**src/rtl/p4_adder_arbiter.sv**
```systemverilog
// Round-robin arbiter and sequencer that shares one external P4 adder
// among NREQ requesters. One operation is in flight at a time:
// IDLE (arbitrate/grant) -> EXEC (hold adder inputs) -> RESP (return result).

package p4_adder_pkg;
   typedef logic [31:0] data_t;
endpackage

module p4_adder_arbiter #(
   parameter int NBIT       = $bits(p4_adder_pkg::data_t),
   parameter int NREQ       = 4,
   parameter int ADD_CYCLES = 1
) (
   input  logic                 clk,
   input  logic                 rst,
   input  logic [NREQ-1:0]      req_valid,
   output logic [NREQ-1:0]      req_ready,
   input  logic [NREQ*NBIT-1:0] req_a,
   input  logic [NREQ*NBIT-1:0] req_b,
   input  logic [NREQ-1:0]      req_cin,
   output logic [NREQ-1:0]      rsp_valid,
   input  logic [NREQ-1:0]      rsp_ready,
   output logic [NBIT-1:0]      rsp_s,
   output logic                 rsp_cout,
   output logic [NBIT-1:0]      add_a,
   output logic [NBIT-1:0]      add_b,
   output logic                 add_cin,
   input  logic [NBIT-1:0]      add_s,
   input  logic                 add_cout
);

   localparam int PW = (NREQ > 1) ? $clog2(NREQ) : 1;
   localparam int CW = (ADD_CYCLES > 1) ? $clog2(ADD_CYCLES) : 1;

   typedef enum logic [1:0] {
      IDLE = 2'd0,
      EXEC = 2'd1,
      RESP = 2'd2
   } state_e;

   state_e            state_q, state_d;
   logic [PW-1:0]     rr_ptr_q, rr_ptr_d;
   logic [PW-1:0]     owner_q, owner_d;
   logic [CW-1:0]     cnt_q, cnt_d;
   logic [NBIT-1:0]   add_a_q, add_a_d;
   logic [NBIT-1:0]   add_b_q, add_b_d;
   logic              add_cin_q, add_cin_d;
   logic [NBIT-1:0]   rsp_s_q, rsp_s_d;
   logic              rsp_cout_q, rsp_cout_d;
   logic [NREQ-1:0]   rsp_valid_q, rsp_valid_d;

   logic              arb_found;
   logic [PW-1:0]     arb_idx;
   logic [PW-1:0]     arb_cand;

   function automatic logic [NREQ-1:0] onehot(input logic [PW-1:0] idx);
      onehot      = '0;
      onehot[idx] = 1'b1;
   endfunction

   // Round-robin search: first valid requester starting at rr_ptr, wrapping.
   always_comb begin
      arb_found = 1'b0;
      arb_idx   = '0;
      arb_cand  = '0;
      for (int unsigned k = 0; k < NREQ; k++) begin
         arb_cand = PW'((32'(rr_ptr_q) + k) % NREQ);
         if (!arb_found && req_valid[arb_cand]) begin
            arb_found = 1'b1;
            arb_idx   = arb_cand;
         end
      end
   end

   // Accept is offered only to the current winner, only while idle and out of reset.
   always_comb begin
      req_ready = '0;
      if (!rst && state_q == IDLE && arb_found) begin
         req_ready = onehot(arb_idx);
      end
   end

   // Next-state and datapath register updates for the IDLE/EXEC/RESP sequence.
   always_comb begin
      state_d     = state_q;
      rr_ptr_d    = rr_ptr_q;
      owner_d     = owner_q;
      cnt_d       = cnt_q;
      add_a_d     = add_a_q;
      add_b_d     = add_b_q;
      add_cin_d   = add_cin_q;
      rsp_s_d     = rsp_s_q;
      rsp_cout_d  = rsp_cout_q;
      rsp_valid_d = rsp_valid_q;
      case (state_q)
         IDLE: begin
            if (arb_found) begin
               add_a_d   = req_a[32'(arb_idx)*NBIT +: NBIT];
               add_b_d   = req_b[32'(arb_idx)*NBIT +: NBIT];
               add_cin_d = req_cin[arb_idx];
               owner_d   = arb_idx;
               rr_ptr_d  = (arb_idx == PW'(NREQ-1)) ? '0 : arb_idx + 1'b1;
               cnt_d     = CW'(ADD_CYCLES-1);
               state_d   = EXEC;
            end
         end
         EXEC: begin
            if (cnt_q == '0) begin
               rsp_s_d     = add_s;
               rsp_cout_d  = add_cout;
               rsp_valid_d = onehot(owner_q);
               state_d     = RESP;
            end else begin
               cnt_d = cnt_q - 1'b1;
            end
         end
         RESP: begin
            if (rsp_ready[owner_q]) begin
               rsp_valid_d = '0;
               state_d     = IDLE;
            end
         end
         default: begin
            rsp_valid_d = '0;
            state_d     = IDLE;
         end
      endcase
   end

   // State and datapath registers; reset discards any in-flight operation.
   always_ff @(posedge clk or posedge rst) begin
      if (rst) begin
         state_q     <= IDLE;
         rr_ptr_q    <= '0;
         owner_q     <= '0;
         cnt_q       <= '0;
         add_a_q     <= '0;
         add_b_q     <= '0;
         add_cin_q   <= 1'b0;
         rsp_s_q     <= '0;
         rsp_cout_q  <= 1'b0;
         rsp_valid_q <= '0;
      end else begin
         state_q     <= state_d;
         rr_ptr_q    <= rr_ptr_d;
         owner_q     <= owner_d;
         cnt_q       <= cnt_d;
         add_a_q     <= add_a_d;
         add_b_q     <= add_b_d;
         add_cin_q   <= add_cin_d;
         rsp_s_q     <= rsp_s_d;
         rsp_cout_q  <= rsp_cout_d;
         rsp_valid_q <= rsp_valid_d;
      end
   end

   assign add_a     = add_a_q;
   assign add_b     = add_b_q;
   assign add_cin   = add_cin_q;
   assign rsp_s     = rsp_s_q;
   assign rsp_cout  = rsp_cout_q;
   assign rsp_valid = rsp_valid_q;

endmodule

```
**config.mk**
```make
export PLATFORM = sky130hd
export DESIGN_NAME = p4_adder_arbiter
export DESIGN_NICKNAME = d
export VERILOG_FILES = /design/src/rtl/p4_adder_arbiter.sv
export SDC_FILE = /design/constraint.sdc
export NUM_CORES = 1
export LEC_CHECK = 0
export BUFFER_PORTS_ARGS = -buffer_cell sky130_fd_sc_hd__buf_4
export CAP_MARGIN = 20
export CORE_AREA = 2 2 158 160
export DETAILED_ROUTE_END_ITERATION = 6
export DIE_AREA = 0 0 160 162
export GPL_TIMING_DRIVEN = 1
export MAX_ROUTING_LAYER = met4
export PLACE_DENSITY = 0.57
export SETUP_SLACK_MARGIN = 0.05
export SLEW_MARGIN = 20
export SYNTH_ARGS = -nofsm -noshare
export SYNTH_HDL_FRONTEND = slang
export SYNTH_SLANG_ARGS = --single-unit
```
**constraint.sdc**
```tcl
create_clock -name clk -period 3.7 [get_ports clk]
set_clock_uncertainty 0.05 [all_clocks]
set_input_delay 0.555 -clock clk [delete_from_list [all_inputs] [get_ports clk]]
set_output_delay 0.555 -clock clk [all_outputs]
set_load 0.1 [all_outputs]
```
==> implementation parameters <==
Parameter                              Value

Run status
  Result of the run ... complete, no violations

Detailed routing
  Starting DRC count in detailed routing ... 588
  Met3 wire len ... 1622 µm
  Detailed-route wire length on metal 1 ... 9006 µm
  Routed length on met2 ... 11120 µm
  Routed vias/inst ... 4.747
  Number of search-and-repair iterations in the first detailed-routing pass ... 6
  Total wire length ... 21970 µm
  Post-route DRC violation count ... 0
  Top layer reached by signal wires ... met4
  Number of antenna-violating nets in the routed design ... 0
  Average wire per standard cell ... 18.07 µm
  Total via count after detailed routing ... 5772

Job
  Max_cap viols ... 0

Global routing
  Overflow after GRT ... 0
  Number of antenna violations at the first check in global routing ... 0
  Global-route wire length before repair ... 33390 µm
  Maximum number of pins on one net before global-route repair ... 46
  Vias in the first global route ... 5972
  GRT Util Overall ... 0.1680

Hold path
  Min-delay worst type ... in -> async

Critical path
  R2R cell count ... 5
  Path type of the worst setup path ... reg -> out
  CP Launch Type ... flip-flop
  Reg-to-Reg Start ... rr_ptr_q[0]$_DFFE_PP0P_
  End point of the critical path ... req_ready[3]
  Capture point of the worst reg-to-reg path ... add_b[22]$_DFFE_PP0P_
  Worst EP arrival ... 2.18 ns
  CP endpoint kind ... primary output
  Critical path required time ... 3.09 ns
  CP Launch Point ... rr_ptr_q[0]$_DFFE_PP0P_
  Largest fanout on the critical path ... 7
  Internal reg-to-reg setup slack ... 1.27 ns

STA
  Rel. slew slack ... 0.4038
  Final setup vio count ... 0
  Hold violation count in the final report ... 0
  Setup repair after global routing missed its margin ... false
  Final period util ... 0.7532
  Transition time at the pin with the least slew margin ... 0.8942 ns
  Max Clock Freq ... 0.3588 GHz
  Post-layout minimum cycle time ... 2.787 ns
  Total negative slack ... 0 ns
  Pins over their slew limit ... 0

Layout
  Most common cell after layout, fill and taps aside ... sky130_fd_sc_hd__buf_4
  Post-synthesis to final-layout area growth ... 69.45%
  Most used cells in the layout excluding fill and tap cells ... sky130_fd_sc_hd__buf_4 (418), sky130_fd_sc_hd__nand2_1 (111), sky130_fd_sc_hd__dfrtp_1 (108)
  FF+latch area ... 2703 µm²
  Net count reported at finish ... 1191
  Ratio of cells with drive above 1 in the final layout ... 0.5022
  Area occupied by multi-input gates ... 2391 µm²
  Number of inserted diodes ... 0
  Number of filler cells placed in the layout ... 2449

Clock network
  CTS tree ... built
  CTS clk-pin slew, worst paths ... 0.08 ns
  CTS hold repair buffers ... 0
  Quantity of gates resized following cts ... 0
  Postcts setup bufs ... 0
  Clock tree root driver cell ... sky130_fd_sc_hd__clkbuf_16
  Clock latency reported for the late side of the worst-skew pair ... 0.35 ns
  Clock buffer count from CTS ... 9
  Clock sink count ... 108
  Maximum buffer depth of the clock tree ... 2
  H-tree level count ... 3

Synthesis
  #FFs+latches synth ... 108
  Number of flops mapped to enable cells by yosys ... 0
  Cells after Synth ... 503
  Share of async-settable or async-resettable flops after synthesis ... 1.000
  Yosys warnings ... 0
  Count of cell types in the netlist ... 38
  Synthesized Nets ... 807
  Prevailing post-synth register cell ... sky130_fd_sc_hd__dfrtp_1
  Area of the mapped netlist ... 5320 µm²
  Average cell area after synthesis ... 10.58 µm²
  Fraction of the yosys area taken by sequential cells ... 0.5080

Floorplanning
  Horizontal extent of the die ... 160 µm
  Die Area ... 25920 µm²
  Y dimension of the die ... 162 µm
  Top-Level Pins ... 409
  Core Box Area ... 24110 µm²
  Starting Density ... 0.2207
  Standard-cell row count ... 57

Placement
  Number of port buffers ... 408
  Estimated wirelength of the detail-placed design ... 16750 µm
  Routability congestion estimate from global placement ... 0.7722
## synth_stat cells, types with 3 or more instances
cell type | number | share of area
sky130_fd_sc_hd__a21oi_1 | 4 | 0.0038
sky130_fd_sc_hd__a222oi_1 | 65 | 0.12
sky130_fd_sc_hd__buf_2 | 11 | 0.010
sky130_fd_sc_hd__buf_4 | 5 | 0.0071
sky130_fd_sc_hd__clkbuf_1 | 25 | 0.018
sky130_fd_sc_hd__dfrtp_1 | 108 | 0.51
sky130_fd_sc_hd__mux2i_1 | 66 | 0.12
sky130_fd_sc_hd__nand2_1 | 111 | 0.078
sky130_fd_sc_hd__nand2b_1 | 3 | 0.0035
sky130_fd_sc_hd__o21ai_0 | 45 | 0.042
sky130_fd_sc_hd__o21ai_1 | 26 | 0.024
## cell families after synthesis
group	Yosys count	synth area share
adders and majority gates	1	0.002351
and+or+nand+nor	124	0.09525
buffers and inverters	51	0.05103
muxes	67	0.1284
DFF	108	0.5080
AOI/OAI and AO/OA	152	0.2150
## layout make-up
type,count,share of cell area
Clock buffer,9,0.02498
Clock inverter,7,0.01041
Inverter,4,0.002082
Multi-Input combinational cell,344,0.2652
Sequential cell,108,0.2998
Tap cell,324,0.04497
Timing Repair Buffer,420,0.3525
## sequential cells by signal, indices dropped and copies added, names as in the netlist
| register | flops |
|---|---|
| rsp_valid | 4 |
| add_b | 32 |
| add_a | 32 |
| add_cin | 1 |
| rr_ptr_q | 2 |
| rsp_cout | 1 |
| owner_q | 2 |
| rsp_s | 32 |
| state_q | 2 |
## worst max-delay path: stages, from the launching register on
cell	delay (ns)
sky130_fd_sc_hd__dfrtp_1	0.52
sky130_fd_sc_hd__inv_1	0.10
sky130_fd_sc_hd__a21oi_1	0.27
sky130_fd_sc_hd__o22a_1	0.30
sky130_fd_sc_hd__ha_1	0.20
sky130_fd_sc_hd__and3_1	0.16
sky130_fd_sc_hd__buf_4	0.29
## how the worst min path moves through the flow
stage               slack (ns)  cells past startpoint                  endpoint                    from
global route              0.31                      2   rr_ptr_q[1]$_DFFE_PP0P_                     rst
global placement          0.41                      2      rsp_s[8]$_DFFE_PP0P_    rsp_s[8]$_DFFE_PP0P_
CTS                       0.29                      2   rr_ptr_q[1]$_DFFE_PP0P_                     rst
finish                    0.26                      2   rr_ptr_q[1]$_DFFE_PP0P_                     rst
floorplan                 0.47                      1  rsp_valid[0]$_DFFE_PP0P_  owner_q[1]$_DFFE_PP0P_
detailed placement        0.41                      2     rsp_s[23]$_DFFE_PP0P_   rsp_s[23]$_DFFE_PP0P_
## metal layers
layer / track usage / up-vias
met5: - / -
met4: 0.03112 / 0
met3: 0.03575 / 14
met2: 0.2869 / 298
met1: 0.2078 / 2768
li1: - / 2692
## per-stage QoR
step | util | area [µm²] | instances | setup WS, ns | hold slack, ns
6_report | 0.3740 | 9015 | 1216 | 0.9131 | 0.2646
4_1_cts | 0.3740 | 9015 | 1216 | 0.8927 | 0.2910
3_5_place_dp | 0.3607 | 8696 | 1200 | 1.008 | 0.4136
3_3_place_gp | 0.3607 | 8696 | 1200 | 1.130 | 0.4082
2_1_floorplan | - | 5333 | 503 | 0.2059 | 0.4678
5_1_grt | 0.3740 | 9015 | 1216 | 0.7662 | 0.3108
Power is not shown: default switching activity piles up to over one toggle a cycle in this logic, so the estimate is an artifact.
